--- src/rtl/cci_mpf_prim_lockstep_qos_buffer_if.sv ---
// Request/response bundle for the N-channel lockstep QoS buffer.
// The producer side holds the master modport and the buffer holds the slave modport.
interface cci_mpf_prim_lockstep_qos_buffer_if #(
  parameter int N_CHANNELS  = 2,
  parameter int N_DATA_BITS = 64,
  parameter int N_ENTRIES   = 16
);
  localparam int BW = $clog2(N_ENTRIES * 4) + 1;

  logic [N_CHANNELS-1:0]             enq_valid;
  logic [2*N_CHANNELS-1:0]           enq_len;
  logic [N_CHANNELS*N_DATA_BITS-1:0] enq_data;
  logic [N_CHANNELS-1:0]             almost_full;
  logic [N_CHANNELS-1:0]             first_valid;
  logic [2*N_CHANNELS-1:0]           first_len;
  logic [N_CHANNELS*N_DATA_BITS-1:0] first_data;
  logic                              not_empty;
  logic                              deq_en;
  logic                              overflow;
  logic                              setqos;
  logic                              setqos_enable;
  logic [7:0]                        setqos_beat_delta_threshold;
  logic [7:0]                        setqos_min_beat_threshold;
  logic [N_CHANNELS*BW-1:0]          channel_beats;

  modport master (
    output enq_valid, enq_len, enq_data, deq_en,
    output setqos, setqos_enable, setqos_beat_delta_threshold, setqos_min_beat_threshold,
    input  almost_full, first_valid, first_len, first_data, not_empty, overflow, channel_beats
  );

  modport slave (
    input  enq_valid, enq_len, enq_data, deq_en,
    input  setqos, setqos_enable, setqos_beat_delta_threshold, setqos_min_beat_threshold,
    output almost_full, first_valid, first_len, first_data, not_empty, overflow, channel_beats
  );
endinterface

--- src/rtl/cci_mpf_prim_lockstep_qos_buffer.sv ---
// N-channel lockstep request FIFO: every entry carries one slot per channel, so all lanes move
// together. Per-channel beat counts feed a one-at-a-time QoS throttle that raises almost_full.
module cci_mpf_prim_lockstep_qos_buffer #(
  parameter int N_CHANNELS      = 2,
  parameter int N_DATA_BITS     = 64,
  parameter int N_ENTRIES       = 16,
  parameter int THRESHOLD       = 4,
  parameter int THROTTLE_CYCLES = 8
) (
  input logic clk,
  input logic reset,
  cci_mpf_prim_lockstep_qos_buffer_if.slave buf_if
);
  localparam int BW   = $clog2(N_ENTRIES * 4) + 1;
  localparam int AW   = $clog2(N_ENTRIES);
  localparam int CNTW = AW + 1;
  localparam int TW   = (BW > 8) ? BW : 8;
  localparam int CW   = TW + 1;

  typedef enum logic [1:0] {IDLE, THROTTLE, HOLDOFF} qos_state_e;

  logic [N_CHANNELS-1:0]             mem_valid [N_ENTRIES];
  logic [2*N_CHANNELS-1:0]           mem_len   [N_ENTRIES];
  logic [N_CHANNELS*N_DATA_BITS-1:0] mem_data  [N_ENTRIES];

  logic [AW-1:0]           wr_ptr_q, rd_ptr_q;
  logic [CNTW-1:0]         count_q, count_d;
  logic                    fifo_af_q, overflow_q;
  logic                    enq_any, do_enq, do_deq, not_empty;
  logic [N_CHANNELS-1:0]   head_valid;
  logic [2*N_CHANNELS-1:0] head_len;

  logic [BW-1:0]           beats_q [N_CHANNELS];
  logic [BW-1:0]           beats_d [N_CHANNELS];
  logic                    qos_enable_q;
  logic [TW-1:0]           delta_q, min_q;
  qos_state_e              state_q [N_CHANNELS];
  qos_state_e              state_d [N_CHANNELS];
  logic [5:0]              cyc_q   [N_CHANNELS];
  logic [5:0]              cyc_d   [N_CHANNELS];
  logic [CW-1:0]           other_min [N_CHANNELS];
  logic [N_CHANNELS-1:0]   trig, blocked, af_vec;
  logic [N_CHANNELS*BW-1:0] beats_flat;

  assign enq_any    = |buf_if.enq_valid;
  assign do_enq     = enq_any && (count_q < CNTW'(N_ENTRIES));
  assign do_deq     = buf_if.deq_en && (count_q != '0);
  assign count_d    = count_q + CNTW'(do_enq) - CNTW'(do_deq);
  assign not_empty  = (count_q != '0);
  assign head_valid = mem_valid[rd_ptr_q];
  assign head_len   = mem_len[rd_ptr_q];

  assign buf_if.not_empty   = not_empty;
  assign buf_if.first_valid = head_valid & {N_CHANNELS{not_empty}};
  assign buf_if.first_len   = head_len;
  assign buf_if.first_data  = mem_data[rd_ptr_q];
  assign buf_if.overflow    = overflow_q;

  // Payload storage carries no reset; emptiness is tracked by count_q alone.
  always_ff @(posedge clk) begin
    if (do_enq) begin
      mem_valid[wr_ptr_q] <= buf_if.enq_valid;
      mem_len[wr_ptr_q]   <= buf_if.enq_len;
      mem_data[wr_ptr_q]  <= buf_if.enq_data;
    end
  end

  always_ff @(posedge clk) begin
    if (reset) begin
      wr_ptr_q   <= '0;
      rd_ptr_q   <= '0;
      count_q    <= '0;
      fifo_af_q  <= 1'b0;
      overflow_q <= 1'b0;
    end else begin
      wr_ptr_q   <= wr_ptr_q + AW'(do_enq);
      rd_ptr_q   <= rd_ptr_q + AW'(do_deq);
      count_q    <= count_d;
      fifo_af_q  <= ((CNTW'(N_ENTRIES) - count_d) <= CNTW'(THRESHOLD));
      overflow_q <= overflow_q | (enq_any && !do_enq);
    end
  end

  always_comb begin
    for (int c = 0; c < N_CHANNELS; c++) begin
      beats_d[c] = beats_q[c]
        + ((do_enq && buf_if.enq_valid[c]) ? (BW'(buf_if.enq_len[2*c +: 2]) + BW'(1)) : '0)
        - ((do_deq && head_valid[c]) ? (BW'(head_len[2*c +: 2]) + BW'(1)) : '0);
    end
  end

  // Trigger: a lane is far ahead of the slowest other lane, and that lane is itself non-trivial.
  always_comb begin
    for (int c = 0; c < N_CHANNELS; c++) begin
      other_min[c] = '1;
      for (int j = 0; j < N_CHANNELS; j++) begin
        if ((j != c) && (CW'(beats_q[j]) < other_min[c])) other_min[c] = CW'(beats_q[j]);
      end
      trig[c] = (N_CHANNELS > 1) && qos_enable_q
             && (CW'(beats_q[c]) > (other_min[c] + CW'(delta_q)))
             && (other_min[c] > CW'(min_q));
    end
  end

  always_comb begin
    for (int c = 0; c < N_CHANNELS; c++) begin
      blocked[c] = 1'b0;
      for (int j = 0; j < N_CHANNELS; j++) begin
        if ((j != c) && (state_q[j] != IDLE)) blocked[c] = 1'b1;
        if ((j < c) && trig[j])               blocked[c] = 1'b1;
      end
    end
  end

  always_comb begin
    for (int c = 0; c < N_CHANNELS; c++) begin
      state_d[c] = state_q[c];
      cyc_d[c]   = cyc_q[c];
      case (state_q[c])
        IDLE: begin
          if (trig[c] && !blocked[c]) begin
            state_d[c] = THROTTLE;
            cyc_d[c]   = 6'(THROTTLE_CYCLES);
          end
        end
        THROTTLE: begin
          if (cyc_q[c] == 6'd1) begin
            state_d[c] = HOLDOFF;
            cyc_d[c]   = 6'(THROTTLE_CYCLES);
          end else begin
            cyc_d[c] = cyc_q[c] - 6'd1;
          end
        end
        HOLDOFF: begin
          if (cyc_q[c] == 6'd1) state_d[c] = IDLE;
          else                  cyc_d[c]   = cyc_q[c] - 6'd1;
        end
        default: state_d[c] = IDLE;
      endcase
    end
  end

  always_ff @(posedge clk) begin
    if (reset) begin
      qos_enable_q <= 1'b1;
      delta_q      <= TW'(6);
      min_q        <= '0;
      for (int c = 0; c < N_CHANNELS; c++) begin
        beats_q[c] <= '0;
        state_q[c] <= IDLE;
        cyc_q[c]   <= '0;
      end
    end else begin
      if (buf_if.setqos) begin
        qos_enable_q <= buf_if.setqos_enable;
        delta_q      <= TW'(buf_if.setqos_beat_delta_threshold);
        min_q        <= TW'(buf_if.setqos_min_beat_threshold);
      end
      for (int c = 0; c < N_CHANNELS; c++) begin
        beats_q[c] <= beats_d[c];
        state_q[c] <= state_d[c];
        cyc_q[c]   <= cyc_d[c];
      end
    end
  end

  always_comb begin
    for (int c = 0; c < N_CHANNELS; c++) begin
      af_vec[c]             = fifo_af_q || ((N_CHANNELS > 1) && (state_q[c] == THROTTLE));
      beats_flat[c*BW +: BW] = beats_q[c];
    end
  end

  assign buf_if.almost_full   = af_vec;
  assign buf_if.channel_beats = beats_flat;
endmodule

--- src/flat_wrapper.sv ---
// flat-port wrapper written by rule: the top's interface ports become plain ports
module cci_mpf_prim_lockstep_qos_buffer_flat 
#(
  parameter int N_CHANNELS      = 2,
  parameter int N_DATA_BITS     = 64,
  parameter int N_ENTRIES       = 16,
  parameter int THRESHOLD       = 4,
  parameter int THROTTLE_CYCLES = 8
)
  (clk, reset, buf_if_enq_valid, buf_if_enq_len, buf_if_enq_data, buf_if_deq_en, buf_if_setqos, buf_if_setqos_enable, buf_if_setqos_beat_delta_threshold, buf_if_setqos_min_beat_threshold, buf_if_almost_full, buf_if_first_valid, buf_if_first_len, buf_if_first_data, buf_if_not_empty, buf_if_overflow, buf_if_channel_beats);
  cci_mpf_prim_lockstep_qos_buffer_if #(.N_CHANNELS(N_CHANNELS), .N_DATA_BITS(N_DATA_BITS), .N_ENTRIES(N_ENTRIES)) buf_if_i ();
  input logic clk;
  input logic reset;
  input wire logic [$bits(buf_if_i.enq_valid)-1:0] buf_if_enq_valid;
  input wire logic [$bits(buf_if_i.enq_len)-1:0] buf_if_enq_len;
  input wire logic [$bits(buf_if_i.enq_data)-1:0] buf_if_enq_data;
  input wire logic [$bits(buf_if_i.deq_en)-1:0] buf_if_deq_en;
  input wire logic [$bits(buf_if_i.setqos)-1:0] buf_if_setqos;
  input wire logic [$bits(buf_if_i.setqos_enable)-1:0] buf_if_setqos_enable;
  input wire logic [$bits(buf_if_i.setqos_beat_delta_threshold)-1:0] buf_if_setqos_beat_delta_threshold;
  input wire logic [$bits(buf_if_i.setqos_min_beat_threshold)-1:0] buf_if_setqos_min_beat_threshold;
  output wire logic [$bits(buf_if_i.almost_full)-1:0] buf_if_almost_full;
  output wire logic [$bits(buf_if_i.first_valid)-1:0] buf_if_first_valid;
  output wire logic [$bits(buf_if_i.first_len)-1:0] buf_if_first_len;
  output wire logic [$bits(buf_if_i.first_data)-1:0] buf_if_first_data;
  output wire logic [$bits(buf_if_i.not_empty)-1:0] buf_if_not_empty;
  output wire logic [$bits(buf_if_i.overflow)-1:0] buf_if_overflow;
  output wire logic [$bits(buf_if_i.channel_beats)-1:0] buf_if_channel_beats;
  assign buf_if_i.enq_valid = buf_if_enq_valid;
  assign buf_if_i.enq_len = buf_if_enq_len;
  assign buf_if_i.enq_data = buf_if_enq_data;
  assign buf_if_i.deq_en = buf_if_deq_en;
  assign buf_if_i.setqos = buf_if_setqos;
  assign buf_if_i.setqos_enable = buf_if_setqos_enable;
  assign buf_if_i.setqos_beat_delta_threshold = buf_if_setqos_beat_delta_threshold;
  assign buf_if_i.setqos_min_beat_threshold = buf_if_setqos_min_beat_threshold;
  assign buf_if_almost_full = buf_if_i.almost_full;
  assign buf_if_first_valid = buf_if_i.first_valid;
  assign buf_if_first_len = buf_if_i.first_len;
  assign buf_if_first_data = buf_if_i.first_data;
  assign buf_if_not_empty = buf_if_i.not_empty;
  assign buf_if_overflow = buf_if_i.overflow;
  assign buf_if_channel_beats = buf_if_i.channel_beats;
  cci_mpf_prim_lockstep_qos_buffer #(.N_CHANNELS(N_CHANNELS), .N_DATA_BITS(N_DATA_BITS), .N_ENTRIES(N_ENTRIES), .THRESHOLD(THRESHOLD), .THROTTLE_CYCLES(THROTTLE_CYCLES)) u_core (.clk(clk), .reset(reset), .buf_if(buf_if_i));
endmodule
--- config.mk ---
export PLATFORM = sky130hd
export DESIGN_NAME = cci_mpf_prim_lockstep_qos_buffer_flat
export DESIGN_NICKNAME = d
export VERILOG_FILES = /design/src/rtl/cci_mpf_prim_lockstep_qos_buffer_if.sv /design/src/rtl/cci_mpf_prim_lockstep_qos_buffer.sv /design/src/flat_wrapper.sv
export SDC_FILE = /design/constraint.sdc
export NUM_CORES = 2
export LEC_CHECK = 0
export ABC_AREA = 1
export BUFFER_PORTS_ARGS = -buffer_cell sky130_fd_sc_hd__buf_4
export CAP_MARGIN = 10
export CORE_MARGIN = 3
export CORE_UTILIZATION = 39
export DETAILED_ROUTE_END_ITERATION = 10
export PLACE_DENSITY = 0.66
export SYNTH_ARGS = -nofsm -noshare
export SYNTH_HDL_FRONTEND = slang
export SYNTH_SLANG_ARGS = --single-unit
--- constraint.sdc ---
create_clock -name clk -period 7.3 [get_ports clk]
set_input_delay 0.73 -clock clk [delete_from_list [all_inputs] [get_ports clk]]
set_output_delay 0.73 -clock clk [all_outputs]
set_load 0.01 [all_outputs]
Word level (Yosys, flattened, before mapping) --
Memory sizes are Yosys's and may differ from the RTL's. A register that Yosys moved wholly into a read port is not among the register bits. Index checks and enable logic that the tools add are counted. Widths: inputs -> output; s select.
Word-level totals: flip-flop bits (word level) 32, RAM bits 2174, input port bits 155, output and inout bits 152, word-level logic and storage cells 112, memories kept 6
Memories:
- u_core.mem_data | words 16, bits a word 128, read ports 1, clocked after memory_dff 1, wr ports 1, line cci_mpf_prim_lockstep_qos_buffer.sv:24 | logic [N_CHANNELS*N_DATA_BITS-1:0] mem_data [N_ENTRIES];
- u_core.mem_len | words 16, bits a word 4, read ports 1, clocked after memory_dff 1, wr ports 1, line cci_mpf_prim_lockstep_qos_buffer.sv:23 | logic [2*N_CHANNELS-1:0] mem_len [N_ENTRIES];
- u_core.mem_valid | words 16, bits a word 2, read ports 1, clocked after memory_dff 1, wr ports 1, line cci_mpf_prim_lockstep_qos_buffer.sv:22 | logic [N_CHANNELS-1:0] mem_valid [N_ENTRIES];
- u_core.beats_q | words 2, bits a word 7, read ports 2, clocked after memory_dff 0, wr ports 2, line cci_mpf_prim_lockstep_qos_buffer.sv:33 | logic [BW-1:0] beats_q [N_CHANNELS];
- u_core.cyc_q | words 2, bits a word 6, read ports 2, clocked after memory_dff 0, wr ports 2, line cci_mpf_prim_lockstep_qos_buffer.sv:39 | logic [5:0] cyc_q [N_CHANNELS];
- u_core.state_q | words 2, bits a word 2, read ports 2, clocked after memory_dff 0, wr ports 2, line cci_mpf_prim_lockstep_qos_buffer.sv:37 | qos_state_e state_q [N_CHANNELS];
Cells by class: $add $sub $neg 17, order comparisons 6, eq/ne operators 6, multiplexer cells 37, bitwise logic cells 8, reduce and logical (&&, ||, !) cells 24
Operator list (count):
- $mux 6 | 8
- $mux 7 | 6
- $pmux 6 s3 | 2
- $add 7x8->9 | 2
- $gt 7x9->1 | 2
- $gt 7x8->1 | 2
- $mux 2 | 8
- $add 7x7->7 | 2
- $sub 7x7->7 | 2
- $logic_and 1x1->1 | 13
- $add 2x1->3 const B | 4
- $eq 6x1->1 const B | 2
- $mux 4 | 3
- $pmux 2 s3 | 2
- $sub 6x1->6 const B | 2
- $add 4x1->4 | 2
- $mux 1 | 8
- $or 1x1->1 | 7
- $add 5x1->5 | 1
- $le 5x3->1 const B | 1
- $lt 5x5->1 const B | 1
- $reduce_bool 5->1 | 1
- $sub 5x1->5 | 1
- $sub 5x5->5 const A | 1
- other kinds (8) | 15

Depth between registers and ports, before layout --
An unclocked memory read counts as a cell.
word-level depth 11, mapped depth 24, mapped depth without buffers 20

Worst setup path after synthesis --
OpenSTA, ideal clock, no wires.
path kind input-to-reg, start point input port buf_if_enq_valid[1], end point memory u_core.mem_data[11][0] (netlist bit) (enable), setup time 0.630 ns, arrival time 6.786 ns, data required time 6.670 ns, path slack -0.116 ns, stages 4, path buffers 0, cell sequence nor2_1 -> nor2_1 -> nand3_1 -> nor2_1
On the way: longest elaborated chain between the ends 4
Ends and longest elaborated chain:
- start: declaration | line flat_wrapper.sv:14 | input wire logic [$bits(buf_if_i.enq_valid)-1:0] buf_if_enq_valid;
- $reduce_or 2->1 | line cci_mpf_prim_lockstep_qos_buffer.sv:45 | assign enq_any = |buf_if.enq_valid;
- $logic_and 1x1->1 | line cci_mpf_prim_lockstep_qos_buffer.sv:46 | assign do_enq = enq_any && (count_q < CNTW'(N_ENTRIES));
- $mux 1 | line cci_mpf_prim_lockstep_qos_buffer.sv:61 | if (do_enq) begin
- $mux 1 (implied by the code) | line cci_mpf_prim_lockstep_qos_buffer.sv:64 | mem_data[wr_ptr_q] <= buf_if.enq_data;
- end: declaration | line cci_mpf_prim_lockstep_qos_buffer.sv:24
No other way between the ends.

==> results.ini <==
[status]
outcome = finished, final reports clean

[clocking]
cts_hold_buffers = 0
cts_buffers = 214
cts-root-buf = clkbuf_16
clock-sinks = 2206
cts-resized-gates = 0
post-cts-setup-buffers = 0
htree_levels = 4
path_clk_slew_ns = 0.06
tritoncts = built
cts_buffer_depth = 3
clk_latency_ns = 0.86

[floorplanning]
die-area_mm2 = 0.229
start_util_pct = 39.4
io-pin-count = 307
die_y_um = 479
core_area_mm2 = 0.221
die_x_um = 479
num_rows = 172

[sta]
setup_ws_ns = 1.72
rsz0062_at_grt = false
clock_skew_ns = 0.0548
hold_viol_final = 0
slew_headroom_pct = 18.2
maxSlewViolCount = 0
setup_violations = 0
max_freq_mhz = 179
min_period_ns = 5.58
worst_pin_slew_ns = 1.23
period_share_pct = 76.4

[power]
power.switching_uw = 11000
p_total_uw = 34600
clkPwrFrac_pct = 31.5
p_int_uw = 23600
power_switching_share_pct = 31.9
power_frac_comb_pct = 25.3
leakage_uw = 0.0323
sequentialPowerShare_pct = 43.2
p_per_area_mw_per_mm2 = 348
ir_drop_v = 0.000326

[critical_path]
crit_type = reg2out
crit_start = u_core.rd_ptr_q[0]$_SDFF_PP0_
crit_required_ns = 6.57
critPathSlowestCell = buf_4
end_kind = primary output
r2r-start = u_core.rd_ptr_q[0]$_SDFF_PP0_
startpoint_type = flip-flop
path_buf_inv = 4
cpPeakStageDelay_ns = 0.91
critPathTopFamily = buffers and inverters
arrival_ns = 4.85
path_cells = inv_16, buf_12, buf_4, o21ai_0, o22ai_1, nor2_1, o22ai_1, buf_4
worstPathMaxFanout = 298

[drt]
drt_first_pass_iters = 5
drtAntennaViolNets = 0
vias = 55300
via_per_inst = 5.69
drc = 0
routed_wl_mm = 236
routedWlPerCell_um = 24.2
initialDrtViolationCount = 6169

[synthesis]
ys_seq_area_share_pct = 75.3
syn-num-nets = 6666
yosys.area.top_type = edfxtp_1
synth_area_mm2 = 0.0871
synth_top_area_share_pct = 73.9
synth_area_leaders = edfxtp_1 (74%), o21ai_0 (6.7%), nor2_1 (5.4%)
synth_cell_types = 41
postSynthCellCount = 6420
yosysWarningCount = 0
ys_seq_elements = 2206
synth.avg_cell_area_um2 = 13.6

[final_layout]
design_area_mm2 = 0.0993
final_common_cell = edfxtp_1
drive_gt1_share_pct = 10.5
mostFrequentLayoutCells = edfxtp_1 (2144), nor2_1 (1226), o21ai_0 (1161)
nNetsFinal = 6817
area_growth_pct = 13.9

[placed_design]
dp_hpwl_mm = 114
io_buffers = 306
dpl-instance-area_mm2 = 0.0923
finalWeightedCongestion = 0.837
post-place-ws_ns = 2.57

[global_route]
grt_usage_pct = 19.9
grt_pass1_vias = 53400
grt_pass1_wl_mm = 346
grt_start_max_net_pins = 299
grt-ovfl-total = 0
grt_antenna_before_repair = 35

[flow_run]
maxCapViolations = 0

[hold_path]
hp-start = buf_if_setqos_enable
hold_path.class = in2reg

==> power groups by stage <==
stage               Combinational [µW]  Sequential, µW  Clock [µW]
detailed placement                8750           15200           0
finish                            8750           14900       10900
global route                      9720           15000       11600
CTS                               8800           14900       11100
global placement                  8550           15200           0
floorplan                         5470           15300           0
==> registers in the layout, indices dropped and copies added (netlist names), 5 cells and up <==
signal and count:
u_core.min_q 8, u_core.mem_data 2048, u_core.count_q 5, u_core.delta_q 8
u_core.mem_len 64, u_core.mem_valid 32, u_core.beats_q 14, u_core.cyc_q 12
==> synthesized netlist by cell type, drive strengths merged <==
cell type	number
o211ai	98
dfxtp	62
nand4	4
nor3	7
inv	122
xor2	16
fa	9
o31ai	5
nand3b	2
a21o	2
clkbuf	295
a221oi	1
nand2	185
edfxtp	2144
nand3	117
a211oi	1
mux2i	11
o21ai	1208
a31oi	2
o21bai	1
or2	3
clkinv	2
ha	82
buf	159
o32ai	4
o221ai	282
nor2	1243
xnor2	9
a21oi	58
o22ai	286
==> path summary, 6_finish.rpt <==
check                                     endpoint  slack [ns]  cells after the start
setup reg to reg   u_core.beats_q[0][6]$_SDFF_PP0_        2.67                     16
setup / recovery             buf_if_first_data[29]        1.72                      8
hold reg to reg    u_core.cyc_q[0][1]$_SDFFE_PP0P_        0.47                      2
hold / removal    u_core.qos_enable_q$_SDFFE_PP1P_        0.09                      3
==> cells by family after synthesis <==
kind of cell	Yosys count	synth area share, %
flip-flops	2206	75.3
AO/OA/AOI/OAI	1948	13.1
AND/OR/NAND/NOR	1561	6.95
buffers and inverters	578	2.83
adder cells (fa/ha/maj)	91	1.38
XOR/XNOR	25	0.251
multiplexers	11	0.126
==> through the flow <==
stage | TNS [ns] | util, % | hold WS [ns] | cells
floorplan | -202.01 | - | 0.441 | 6420
global placement | 0 | 41.8 | 0.453 | 9312
detailed placement | 0 | 41.8 | 0.464 | 9312
CTS | 0 | 44.9 | 0.0210 | 9702
global route | 0 | 44.9 | 0.0773 | 9713
finish | 0 | 44.9 | 0.0857 | 9726
==> layer usage <==
metal | share of wire, % | up-vias | GRT usage, %
met1 | 42 | 27900 | 27.5
met4 | 2.6 | 16 | 6.23
met3 | 8.9 | 413 | 4.72
met5 | 0.045 | - | 0
li1 | - | 24600 | -
met2 | 46 | 2361 | 31.2
==> worst min-delay path: stages <==
cell and delay [ns]:
buf_4 0.07, a21oi_1 0.05, o21ai_0 0.06
==> area by class of cell <==
type	count	area [µm²]
fillers	19500	122000
flip-flops and latches	2206	65600
multi-input cells	3636	19200
clock buffers	267	5560
well taps	2958	3700
repair buffers	389	3290
clock inverters	123	1330
inverters	124	504
diodes	23	57.6
Power figures use the tool's default switching activity.
